[config.mk]
export PLATFORM = sky130hd
export DESIGN_NAME = snapshot_collector_flat
export DESIGN_NICKNAME = d
export VERILOG_FILES = /design/src/rtl/snapshot_collector_if.sv /design/src/rtl/snapshot_collector.sv /design/src/flat_wrapper.sv
export SDC_FILE = /design/constraint.sdc
export NUM_CORES = 1
export LEC_CHECK = 0
export ABC_CLOCK_PERIOD_IN_PS = 3000
export CORE_ASPECT_RATIO = 1.75
export CORE_MARGIN = 3
export CORE_UTILIZATION = 40
export CTS_BUF_LIST = sky130_fd_sc_hd__clkbuf_4 sky130_fd_sc_hd__clkbuf_8
export CTS_CLUSTER_SIZE = 25
export DETAILED_ROUTE_END_ITERATION = 6
export HOLD_SLACK_MARGIN = 0.15
export PLACE_DENSITY = 0.67
export SYNTH_ARGS = -nofsm -noshare
export SYNTH_HDL_FRONTEND = slang
export SYNTH_SLANG_ARGS = --single-unit
[constraint.sdc]
create_clock -name clock_in -period 3 [get_ports clock_in]
set_input_delay 0.6 -clock clock_in [delete_from_list [all_inputs] [get_ports clock_in]]
set_output_delay 0.6 -clock clock_in [all_outputs]
set_load 0.05 [all_outputs]
[src/rtl/snapshot_collector_if.sv]
// Bus bundle between the snapshot collector and its CPU, memory, aux-buffer and v_sync environment.
// master = the collector, slave = the surrounding system.
interface snapshot_collector_if #(
    parameter int DATA_WIDTH        = 16,
    parameter int MEM_ADDRESS_WIDTH = 11,
    parameter int AUX_ADDRESS_WIDTH = 6,
    parameter int CPU_ELEMENTS      = 10,
    parameter int MEM_CHANNELS      = 2
);
    localparam int CHW = $clog2(MEM_CHANNELS) + 1;

    logic                                      v_sync_in;
    logic [MEM_CHANNELS*MEM_ADDRESS_WIDTH-1:0] center_in;
    logic [DATA_WIDTH-1:0]                     cpu_content_in;
    logic [DATA_WIDTH-1:0]                     mem_data_in;
    logic [CPU_ELEMENTS-1:0]                   content_enable_out;
    logic [MEM_ADDRESS_WIDTH-1:0]              mem_address_out;
    logic [CHW-1:0]                            mem_channel_out;
    logic                                      aux_wr_out;
    logic [AUX_ADDRESS_WIDTH-1:0]              aux_waddress_out;
    logic [DATA_WIDTH-1:0]                     aux_data_out;
    logic                                      busy_out;
    logic                                      done_out;
    logic                                      overrun_out;

    modport master (
        input  v_sync_in, center_in, cpu_content_in, mem_data_in,
        output content_enable_out, mem_address_out, mem_channel_out, aux_wr_out,
               aux_waddress_out, aux_data_out, busy_out, done_out, overrun_out
    );

    modport slave (
        output v_sync_in, center_in, cpu_content_in, mem_data_in,
        input  content_enable_out, mem_address_out, mem_channel_out, aux_wr_out,
               aux_waddress_out, aux_data_out, busy_out, done_out, overrun_out
    );
endinterface

[src/rtl/snapshot_collector.sv]
// Per-frame debug snapshot: CPU registers plus one clamped memory window per channel into the aux buffer.
// Optional checksum word at aux address TOTAL when SNAPSHOT_CRC_EN is defined.
module snapshot_collector #(
    parameter int DATA_WIDTH        = 16,
    parameter int MEM_ADDRESS_WIDTH = 11,
    parameter int AUX_ADDRESS_WIDTH = 6,
    parameter int CPU_ELEMENTS      = 10,
    parameter int MEM_CHANNELS      = 2,
    parameter int WINDOW            = 10
) (
    input logic                  clock_in,
    input logic                  reset_n_in,
    snapshot_collector_if.master bus
);
    localparam int AW        = MEM_ADDRESS_WIDTH;
    localparam int XW        = AUX_ADDRESS_WIDTH;
    localparam int DW        = DATA_WIDTH;
    localparam int CHW       = $clog2(MEM_CHANNELS) + 1;
    localparam int TOTAL     = CPU_ELEMENTS + MEM_CHANNELS * WINDOW;
    localparam int HALF      = WINDOW / 2 - 1;
    localparam int MAX_START = (1 << AW) - WINDOW;
`ifdef SNAPSHOT_CRC_EN
    localparam int LAST_SLOT = TOTAL;
`else
    localparam int LAST_SLOT = TOTAL - 1;
`endif

    typedef enum logic [2:0] {S_IDLE, S_CPU, S_MEM, S_CRC, S_DRAIN} state_e;
    typedef enum logic [1:0] {K_CPU, K_MEM, K_CRC} kind_e;

    state_e         state_q, state_d;
    logic [XW-1:0]  slot_q, slot_d;
    logic [CHW-1:0] chan_q, chan_d;
    logic [AW-1:0]  word_q, word_d;
    logic [AW-1:0]  start_q [MEM_CHANNELS];
    logic [AW-1:0]  start_d [MEM_CHANNELS];
    logic           vs_prev_q, vs_prev_d;
    logic [AW-1:0]  mem_addr_q, mem_addr_d;
    logic [CHW-1:0] mem_chan_q, mem_chan_d;
    logic           v1_q, v1_d;
    kind_e          kind1_q, kind1_d;
    logic [XW-1:0]  slot1_q, slot1_d;
    logic           last1_q, last1_d;
    logic [DW-1:0]  cpu_s1_q, cpu_s1_d;
    logic           aux_wr_q, aux_wr_d;
    logic [XW-1:0]  aux_addr_q, aux_addr_d;
    logic [DW-1:0]  aux_data_q, aux_data_d;
    logic           done_q, done_d;
    logic           overrun_q, overrun_d;
`ifdef SNAPSHOT_CRC_EN
    logic [DW-1:0]  crc_q, crc_d;
`endif

    logic          trig;
    logic [AW-1:0] cur_start, cur_addr;

    // Window start in AW+1 signed bits, clamped so the window never leaves 0..LAST.
    function automatic logic [AW-1:0] clamp_start(input logic [AW-1:0] c);
        logic signed [AW:0] s;
        s = $signed({1'b0, c}) - $signed((AW+1)'(HALF));
        if (s < 0) return '0;
        else if (s > $signed((AW+1)'(MAX_START))) return AW'(MAX_START);
        else return s[AW-1:0];
    endfunction

    assign trig = vs_prev_q && !bus.v_sync_in;

    always_comb begin
        cur_start = '0;
        for (int m = 0; m < MEM_CHANNELS; m++)
            if (chan_q == CHW'(m)) cur_start = start_q[m];
    end
    assign cur_addr = cur_start + word_q;

    always_comb begin
        // NOTE: every *_d gets a default first so no path leaves it unassigned (no latches).
        state_d    = state_q;
        slot_d     = slot_q;
        chan_d     = chan_q;
        word_d     = word_q;
        start_d    = start_q;
        vs_prev_d  = bus.v_sync_in;
        mem_addr_d = mem_addr_q;
        mem_chan_d = mem_chan_q;
        v1_d       = 1'b0;
        kind1_d    = K_CPU;
        slot1_d    = slot_q;
        last1_d    = (slot_q == XW'(LAST_SLOT));
        cpu_s1_d   = bus.cpu_content_in;
        aux_wr_d   = v1_q;
        aux_addr_d = aux_addr_q;
        aux_data_d = aux_data_q;
        done_d     = v1_q && last1_q;
        overrun_d  = trig && (state_q != S_IDLE);
`ifdef SNAPSHOT_CRC_EN
        crc_d = aux_wr_q ? (crc_q ^ aux_data_q) : crc_q;
`endif

        // Second stage: CPU words get their second register, memory words their only one.
        if (v1_q) begin
            aux_addr_d = slot1_q;
            case (kind1_q)
                K_MEM:   aux_data_d = bus.mem_data_in;
`ifdef SNAPSHOT_CRC_EN
                K_CRC:   aux_data_d = crc_q ^ aux_data_q;
`endif
                default: aux_data_d = cpu_s1_q;
            endcase
        end

        if (state_q == S_MEM) begin
            mem_addr_d = cur_addr;
            mem_chan_d = chan_q;
        end

        case (state_q)
            S_IDLE: begin
                if (trig) begin
                    state_d = S_CPU;
                    slot_d  = '0;
                    chan_d  = '0;
                    word_d  = '0;
                    for (int m = 0; m < MEM_CHANNELS; m++)
                        start_d[m] = clamp_start(bus.center_in[m*AW +: AW]);
`ifdef SNAPSHOT_CRC_EN
                    crc_d = '0;
`endif
                end
            end
            S_CPU: begin
                v1_d    = 1'b1;
                kind1_d = K_CPU;
                slot_d  = slot_q + XW'(1);
                if (slot_q == XW'(CPU_ELEMENTS - 1)) state_d = S_MEM;
            end
            S_MEM: begin
                v1_d    = 1'b1;
                kind1_d = K_MEM;
                slot_d  = slot_q + XW'(1);
                if (word_q == AW'(WINDOW - 1)) begin
                    word_d = '0;
                    if (chan_q == CHW'(MEM_CHANNELS - 1)) begin
`ifdef SNAPSHOT_CRC_EN
                        state_d = S_CRC;
`else
                        state_d = S_DRAIN;
`endif
                    end else begin
                        chan_d = chan_q + CHW'(1);
                    end
                end else begin
                    word_d = word_q + AW'(1);
                end
            end
            S_CRC: begin
                v1_d    = 1'b1;
                kind1_d = K_CRC;
                state_d = S_DRAIN;
            end
            S_DRAIN: begin
                if (done_q) state_d = S_IDLE;
            end
            default: state_d = S_IDLE;
        endcase
    end

    // NOTE: the small start array is reset like any other flop; it is state, not a RAM.
    always_ff @(posedge clock_in or negedge reset_n_in) begin
        if (!reset_n_in) begin
            state_q    <= S_IDLE;
            slot_q     <= '0;
            chan_q     <= '0;
            word_q     <= '0;
            for (int m = 0; m < MEM_CHANNELS; m++) start_q[m] <= '0;
            vs_prev_q  <= 1'b1;
            mem_addr_q <= '0;
            mem_chan_q <= '0;
            v1_q       <= 1'b0;
            kind1_q    <= K_CPU;
            slot1_q    <= '0;
            last1_q    <= 1'b0;
            cpu_s1_q   <= '0;
            aux_wr_q   <= 1'b0;
            aux_addr_q <= '0;
            aux_data_q <= '0;
            done_q     <= 1'b0;
            overrun_q  <= 1'b0;
`ifdef SNAPSHOT_CRC_EN
            crc_q      <= '0;
`endif
        end else begin
            // NOTE: non-blocking only, so every flop samples pre-edge values regardless of order.
            state_q    <= state_d;
            slot_q     <= slot_d;
            chan_q     <= chan_d;
            word_q     <= word_d;
            start_q    <= start_d;
            vs_prev_q  <= vs_prev_d;
            mem_addr_q <= mem_addr_d;
            mem_chan_q <= mem_chan_d;
            v1_q       <= v1_d;
            kind1_q    <= kind1_d;
            slot1_q    <= slot1_d;
            last1_q    <= last1_d;
            cpu_s1_q   <= cpu_s1_d;
            aux_wr_q   <= aux_wr_d;
            aux_addr_q <= aux_addr_d;
            aux_data_q <= aux_data_d;
            done_q     <= done_d;
            overrun_q  <= overrun_d;
`ifdef SNAPSHOT_CRC_EN
            crc_q      <= crc_d;
`endif
        end
    end

    assign bus.content_enable_out = (state_q == S_CPU) ? (CPU_ELEMENTS'(1) << slot_q) : '0;
    assign bus.mem_address_out    = (state_q == S_MEM) ? cur_addr : mem_addr_q;
    assign bus.mem_channel_out    = (state_q == S_MEM) ? chan_q : mem_chan_q;
    assign bus.aux_wr_out         = aux_wr_q;
    assign bus.aux_waddress_out   = aux_addr_q;
    assign bus.aux_data_out       = aux_data_q;
    assign bus.busy_out           = (state_q != S_IDLE);
    assign bus.done_out           = done_q;
    assign bus.overrun_out        = overrun_q;
endmodule
[src/flat_wrapper.sv]
// flat-port wrapper written by rule: the top's interface ports become plain ports
module snapshot_collector_flat 
#(
    parameter int DATA_WIDTH        = 16,
    parameter int MEM_ADDRESS_WIDTH = 11,
    parameter int AUX_ADDRESS_WIDTH = 6,
    parameter int CPU_ELEMENTS      = 10,
    parameter int MEM_CHANNELS      = 2,
    parameter int WINDOW            = 10
)
  (clock_in, reset_n_in, bus_v_sync_in, bus_center_in, bus_cpu_content_in, bus_mem_data_in, bus_content_enable_out, bus_mem_address_out, bus_mem_channel_out, bus_aux_wr_out, bus_aux_waddress_out, bus_aux_data_out, bus_busy_out, bus_done_out, bus_overrun_out);
  snapshot_collector_if #(.DATA_WIDTH(DATA_WIDTH), .MEM_ADDRESS_WIDTH(MEM_ADDRESS_WIDTH), .AUX_ADDRESS_WIDTH(AUX_ADDRESS_WIDTH), .CPU_ELEMENTS(CPU_ELEMENTS), .MEM_CHANNELS(MEM_CHANNELS)) bus_i ();
  input logic clock_in;
  input logic reset_n_in;
  input wire logic [$bits(bus_i.v_sync_in)-1:0] bus_v_sync_in;
  input wire logic [$bits(bus_i.center_in)-1:0] bus_center_in;
  input wire logic [$bits(bus_i.cpu_content_in)-1:0] bus_cpu_content_in;
  input wire logic [$bits(bus_i.mem_data_in)-1:0] bus_mem_data_in;
  output wire logic [$bits(bus_i.content_enable_out)-1:0] bus_content_enable_out;
  output wire logic [$bits(bus_i.mem_address_out)-1:0] bus_mem_address_out;
  output wire logic [$bits(bus_i.mem_channel_out)-1:0] bus_mem_channel_out;
  output wire logic [$bits(bus_i.aux_wr_out)-1:0] bus_aux_wr_out;
  output wire logic [$bits(bus_i.aux_waddress_out)-1:0] bus_aux_waddress_out;
  output wire logic [$bits(bus_i.aux_data_out)-1:0] bus_aux_data_out;
  output wire logic [$bits(bus_i.busy_out)-1:0] bus_busy_out;
  output wire logic [$bits(bus_i.done_out)-1:0] bus_done_out;
  output wire logic [$bits(bus_i.overrun_out)-1:0] bus_overrun_out;
  assign bus_i.v_sync_in = bus_v_sync_in;
  assign bus_i.center_in = bus_center_in;
  assign bus_i.cpu_content_in = bus_cpu_content_in;
  assign bus_i.mem_data_in = bus_mem_data_in;
  assign bus_content_enable_out = bus_i.content_enable_out;
  assign bus_mem_address_out = bus_i.mem_address_out;
  assign bus_mem_channel_out = bus_i.mem_channel_out;
  assign bus_aux_wr_out = bus_i.aux_wr_out;
  assign bus_aux_waddress_out = bus_i.aux_waddress_out;
  assign bus_aux_data_out = bus_i.aux_data_out;
  assign bus_busy_out = bus_i.busy_out;
  assign bus_done_out = bus_i.done_out;
  assign bus_overrun_out = bus_i.overrun_out;
  snapshot_collector #(.DATA_WIDTH(DATA_WIDTH), .MEM_ADDRESS_WIDTH(MEM_ADDRESS_WIDTH), .AUX_ADDRESS_WIDTH(AUX_ADDRESS_WIDTH), .CPU_ELEMENTS(CPU_ELEMENTS), .MEM_CHANNELS(MEM_CHANNELS), .WINDOW(WINDOW)) u_core (.clock_in(clock_in), .reset_n_in(reset_n_in), .bus(bus_i));
endmodule
==> flow_metrics.env, run 1 <==
export IMPL_status="finished with violations"
export IMPL_violations="setup timing"
export IMPL_nets=779
export IMPL_die_area_um2=15200
export IMPL_gp_congestion=0.889
export IMPL_drive_gt1_share_pct=17.3
export IMPL_rows=55
export IMPL_critPathKind="flop to output port"
export IMPL_worst_r2r_setup_slack_ns=0.55
export IMPL_fin_worst_skew_ns=0.0109
export IMPL_synthFlopType="dfrtp_1"
export IMPL_ant_nets=0
export IMPL_path_common_cell="o21a_1"
export IMPL_synth_area_leader_cell="dfrtp_1"
export IMPL_drv_cap=0
export IMPL_finalPower_mw=6.59
export IMPL_cp_arrival_ns=2.90
export IMPL_endpoint_kind="output port"
export IMPL_async_reset_ff_share_pct=100
export IMPL_clk_pin_slew_ns=0.10
export IMPL_r2r_end="u_core.mem_addr_q[9]$_DFF_PN0_"
export IMPL_io_buffers=105
export IMPL_path_cells="buf_6 > ha_4 > buf_6 > o21ai_2 > ha_4 > o21a_1 > o31a_1 > o21a_1 > o21a_1 > o31ai_4 > buf_12"
export IMPL_cts_root_buf="clkbuf_8"
export IMPL_ys_types=61
export IMPL_tns_ns=-3.30
export IMPL_clock_sinks=109
export IMPL_final_max_slew_viol_count=0
export IMPL_syn_cell_area_um2=5470
export IMPL_route_detailed_drc=0
export IMPL_antenna_found_initial=0
export IMPL_num_vias=4683
export IMPL_final_util_pct=56.5
export IMPL_max_slew_margin_pct=53.6
export IMPL_cp_start_kind="flop"
export IMPL_power_leakage_nw=3.19
export IMPL_die_h_um=161
export IMPL_dp_hpwl_um=10600
export IMPL_powerDensity_nw_per_um2=887
export IMPL_grt_total_usage_pct=18.5
export IMPL_period_share_pct=117
export IMPL_grt_pass1_wl_um=22500
export IMPL_cts_htree_levels=3
export IMPL_reg2regPathDepth=11
export IMPL_grt_max_degree=36
export IMPL_area_growth_pct=35.7
export IMPL_wl_um=13700
export IMPL_ys_seq_elements=109
export IMPL_core_um2=13100
export IMPL_fin_crit_ns=3.50
export IMPL_cts_buffers=9
export IMPL_crit_path_max_fanout=11
export IMPL_setup_ws_ns=-0.498
export IMPL_drtPass1Iterations=6
export IMPL_viasPerCell=5.35
export IMPL_rsz0062_at_grt="true"
export IMPL_critPathSlowestCell="dfrtp_1"
export IMPL_hold_buffers=0
export IMPL_synth_edf_count=0
export IMPL_syn_avg_cell_area_um2=9.55
export IMPL_holdWs_ns=0.160
export IMPL_vdd_drop_max_mv=0.298
export IMPL_ys_seq_area_share_pct=49.9
export IMPL_clkLatencyLatePin_ns=0.37
export IMPL_max_stage_delay_ns=0.41
export IMPL_synth_top_area_share_pct=49.4
export IMPL_grt_overflow=0
export IMPL_drt_iter0_markers=170
export IMPL_yosysWarnings=0
export IMPL_cp_required_ns=2.40
export IMPL_max_freq_mhz=286
export IMPL_io_pins=106
export IMPL_synthTopCellsByArea="dfrtp_1 (49%), nand2_1 (5.1%), ha_1 (4.6%)"
export IMPL_clk_path_buf_depth=2
export IMPL_grt_pass1_vias=4783
export IMPL_min_path_type="primary input to asynchronous set/reset pin"
export IMPL_antenna_cells=0
export IMPL_setup_viol=9
export IMPL_hold_viol=0
export IMPL_wl_per_cell_um=15.6
export IMPL_start_util_pct=41.6
export IMPL_syn_nets=651
export IMPL_cts_tree="built"
export IMPL_synthTopCellsByCount="dfrtp_1 (108), nand2_1 (75), nor2_1 (55)"
export IMPL_die_x_um=94.4
export IMPL_syn_inst=573
export IMPL_yosysMostFrequentCell="dfrtp_1"
export IMPL_worstReg2RegStart="u_core.chan_q[0]$_DFFE_PN0P_"
export IMPL_worst_pin_slew_ns=0.694
layer usage:
layer	part of all wire, %	global-route usage (%)	up-vias
li1	-	-	2282
met1	38	20.1	2251
met2	56	35.2	123
met3	3.6	2.53	27
met4	2.9	6.77	0
met5	0	0	-
cell type report:
class                           count  area, µm²
Timing Repair Buffer              144       1460
Fill cell                        1138       5720
Tap cell                          171        214
Inverter                           16       60.1
Sequential cell                   109       2730
Clock inverter                      6       53.8
Multi-Input combinational cell    421       2790
Clock buffer                        9        124
how the worst max path moves through the flow:
stage / from / endpoint / slack [ns] / depth (start not counted)
3_3_place_gp: u_core.chan_q[1]$_DFFE_PN0P_ / bus_mem_address_out[10] / -0.13 / 13
6_report: u_core.chan_q[0]$_DFFE_PN0P_ / bus_mem_address_out[8] / -0.50 / 11
5_1_grt: u_core.chan_q[1]$_DFFE_PN0P_ / bus_mem_address_out[8] / -0.63 / 12
3_5_place_dp: u_core.chan_q[1]$_DFFE_PN0P_ / bus_mem_address_out[10] / -0.21 / 13
4_1_cts: u_core.chan_q[0]$_DFFE_PN0P_ / bus_mem_address_out[10] / -0.54 / 13
2_1_floorplan: u_core.chan_q[0]$_DFFE_PN0P_ / bus_mem_address_out[8] / -0.15 / 11
stage by stage:
stage	area (µm²)	instances	worst slack, ns
finish	7430	876	-0.498
global route	7430	876	-0.628
CTS	7340	875	-0.541
detailed placement	7080	857	-0.210
global placement	7080	857	-0.129
floorplan	5580	573	-0.153
placed cells by master, fill, tap and decap left out, types with 8 or more instances in the layout:
cell,count
a21oi_1,26
buf_12,12
buf_4,45
clkbuf_8,9
clkdlybuf4s50_1,83
dfrtp_1,108
ha_1,15
inv_1,13
mux2i_1,19
nand2_1,72
nand4_1,11
nor2_1,55
nor3_1,16
o21ai_0,13
o21ai_1,41
xnor2_1,8
where the power goes:
| part | switching [mW] | internal [mW] |
|---|---|---|
| logic | 2.10 | 1.39 |
| clock network | 0.515 | 0.314 |
| registers | 0.337 | 1.94 |
| total | 2.95 | 3.64 |
state kept, by name, indices dropped and copies added, names as in the netlist, 2 cells and up:
register,flops
u_core.state_q,3
u_core.start_q,22
u_core.slot1_q,6
u_core.mem_addr_q,11
u_core.bus.aux_data_out,16
u_core.word_q,11
u_core.mem_chan_q,2
u_core.cpu_s1_q,16
u_core.slot1_d,6
u_core.kind1_q,2
u_core.bus.aux_waddress_out,6
u_core.chan_q,2
critical path: cells and delay by family (launching register included):
family | cells | cell delay [ns]
buffers and inverters | 3 | 0.45
adder cells (fa/ha/maj) | 2 | 0.42
flip-flops | 1 | 0.41
AO/OA/AOI/OAI | 6 | 1.24
cells by family (layout without fill, tap and decap cells):
group	Yosys count	count (layout)	share of synthesized area, %
and+or+nand+nor	220	220	19.4
xor gates and xnor gates	15	15	2.40
AOI/OAI and AO/OA	140	140	15.7
buffers and inverters	43	175	3.00
muxes	25	25	4.71
adders and majority gates	21	21	4.94
DFF	109	109	49.9
repair_timing:
| item | CTS | global route |
|---|---|---|
| resized for setup | 16 | 15 |
| setup endpoints to repair | 10 | 10 |
| pin swaps | 11 | 6 |
| setup buffers | 3 | 1 |
| endpoints found under the hold margin | 0 | 0 |
Note: power is estimated with default switching activity, not from simulation.
==> inputs of run 2 (changes only) <==
Settings changed: ABC_CLOCK_PERIOD_IN_PS 3000 to 3200.
Clock period 3 ns to 3.2 ns, I/O delays scaled along.
==> run 2 against run 1 <==
Compared with the run above:
- the run still ends with setup timing left
- non-clock buffer count unchanged
- critical path type unchanged
- power shrank 5.0%
- clock skew down 0.0034 ns
- via count decreased by 1.3%
- largest cell class unchanged
==> flow_metrics.env, run 2 (synthesized netlist as in run 1, its figures left out) <==
export IMPL_cts_buffers=9
export IMPL_die_x_um=94.4
export IMPL_drv_cap=0
export IMPL_final_cell_count_no_fill=877
export IMPL_nets=779
export IMPL_grt_total_usage_pct=18.6
export IMPL_setup_ws_ns=-0.370
export IMPL_hold_buffers=0
export IMPL_io_buffers=105
export IMPL_die_h_um=161
export IMPL_clk_pin_slew_ns=0.10
export IMPL_cts_tree="built"
export IMPL_clock_sinks=109
export IMPL_cts_root_buf="clkbuf_8"
export IMPL_antenna_cells=0
export IMPL_drive_gt1_share_pct=16.4
export IMPL_seqPwrFrac_pct=34.6
export IMPL_critPathKind="flop to output port"
export IMPL_rsz0062_at_grt="true"
export IMPL_vdd_drop_max_mv=0.289
export IMPL_power_leakage_nw=3.24
export IMPL_p_sw_mw=2.76
export IMPL_drt_iter0_markers=149
export IMPL_cts_htree_levels=3
export IMPL_clkLatencyLatePin_ns=0.37
export IMPL_worst_pin_slew_ns=1.11
export IMPL_setup_viol=8
export IMPL_gp_congestion=0.877
export IMPL_endpoint_kind="output port"
export IMPL_viasPerCell=5.27
export IMPL_fin_crit_ns=3.57
export IMPL_grt_overflow=0
export IMPL_cp_arrival_ns=2.93
export IMPL_violations="setup timing"
export IMPL_rows=55
export IMPL_period_share_pct=112
export IMPL_hold_viol=0
export IMPL_powerDensity_nw_per_um2=837
export IMPL_num_vias=4623
export IMPL_wl_per_cell_um=15.3
export IMPL_die_area_um2=15200
export IMPL_area_growth_pct=36.5
export IMPL_finalPower_mw=6.26
export IMPL_largest_reg_flops=22
export IMPL_power_share_switching_pct=44.0
export IMPL_io_pins=106
export IMPL_start_util_pct=41.6
export IMPL_wl_um=13400
export IMPL_core_um2=13100
export IMPL_drtPass1Iterations=4
export IMPL_final_common_cell="dfrtp_1"
export IMPL_ant_nets=0
export IMPL_crit_path_max_fanout=8
export IMPL_status="finished with violations"
export IMPL_final_max_slew_viol_count=0
export IMPL_fin_worst_skew_ns=0.00747
export IMPL_antenna_found_initial=0
export IMPL_final_cell_mix="dfrtp_1 (108), clkdlybuf4s50_1 (83), nand2_1 (70), nor2_1 (55), o21ai_1 (43)"
export IMPL_internal_power_mw=3.50
export IMPL_min_path_type="primary input to asynchronous set/reset pin"
export IMPL_cp_required_ns=2.56
export IMPL_max_freq_mhz=280
export IMPL_grt_pass1_vias=4717
export IMPL_grt_max_degree=36
export IMPL_grt_pass1_wl_um=22600
export IMPL_dp_hpwl_um=10200
export IMPL_dp_cells=850
export IMPL_max_slew_margin_pct=26.0
export IMPL_clk_path_buf_depth=2
export IMPL_route_detailed_drc=0
export IMPL_cp_start_kind="flop"
export IMPL_combinationalPowerShare_pct=51.6
export IMPL_clockPowerShare_pct=13.9
export IMPL_regMostFlops="u_core.start_q"
[run 2: cell types whose count changed in the layout (fill, tap and decap cells not counted), sizes merged]
| cell | before | now |
|---|---|---|
| clkinv | 1 | 2 |
| clkbuf | 9 | 10 |
| bufinv | 0 | 1 |
| inv | 20 | 18 |
| buf | 61 | 53 |
| dlygate4sd2 | 0 | 8 |
[run 2: critical path, cell delays in order, from the launching register on]
cell and delay, ns:
dfrtp_1 0.41, buf_6 0.13, ha_4 0.18, buf_6 0.14, o21ai_1 0.16, ha_1 0.28, buf_4 0.15, and3_1 0.19
or2_2 0.29, o22ai_2 0.12, nor4_1 0.07, nand3b_1 0.24, buf_12 0.19
[run 2: path summary, 6_finish.rpt]
path	start	slack (ns)	cells after the start	to
worst max-delay path	u_core.chan_q[0]$_DFFE_PN0P_	-0.37	12	bus_mem_address_out[9]
worst min-delay path	reset_n_in	0.21	1	u_core.mem_addr_q[8]$_DFF_PN0_
max in group asynchronous	reset_n_in	2.27	2	u_core.bus.aux_data_out[15]$_DFFE_PN0P_
worst min register to register	u_core.last1_q$_DFF_PN0_	0.47	1	u_core.bus.done_out$_DFF_PN0_
min in group clock_in	u_core.last1_q$_DFF_PN0_	0.47	1	u_core.bus.done_out$_DFF_PN0_
worst max register to register	u_core.chan_q[1]$_DFFE_PN0P_	0.54	14	u_core.mem_addr_q[6]$_DFF_PN0_
[run 2: area by class of cell]
| type | instances | area, µm² |
|---|---|---|
| Multi-Input combinational cell | 421 | 2780 |
| Clock inverter | 6 | 82.6 |
| Inverter | 16 | 60.1 |
| Fill cell | 1166 | 5670 |
| Timing Repair Buffer | 144 | 1480 |
| Clock buffer | 10 | 131 |
| Sequential cell | 109 | 2730 |
| Tap cell | 171 | 214 |
[run 2: what timing repair did]
| item | in CTS | in global routing |
|---|---|---|
| pin swaps | 11 | 23 |
| endpoints found under the setup margin | 17 | 9 |
| gates resized for setup | 34 | 19 |
| buffers inserted | 6 | 5 |
| gates cloned | 0 | 0 |
[run 2: per-layer routing]
metal / GRT usage, % / part of all wire [%] / up-vias
met5: 0 / 0 / -
li1: - / - / 2281
met3: 2.53 / 4.0 / 31
met4: 8.35 / 3.2 / 0
met2: 33.6 / 54 / 99
met1: 21.3 / 39 / 2212
[run 2: power by group through the flow]
stage,Clock (mW),Combinational [mW],Sequential (mW)
floorplan,0,1.49,2.55
global placement,0,3.00,2.17
detailed placement,0,3.06,2.18
CTS,0.892,3.15,2.15
global route,0.955,3.50,2.23
finish,0.870,3.23,2.16
[run 2: stage by stage]
stage                     setup WS, ns  utilization (%)  hold slack (ns)  cell area (µm²)  TNS [ns]
after floorplan                -0.0605                -            0.344             5540   -0.0766
after global placement        -0.00116             53.4            0.431             7020  -0.00116
after detailed placement        -0.125             53.4            0.449             7020    -0.381
after CTS                       -0.377             55.9            0.217             7340     -1.89
after global routing            -0.503             56.8            0.232             7470     -3.21
final                           -0.370             56.8            0.209             7470     -2.03
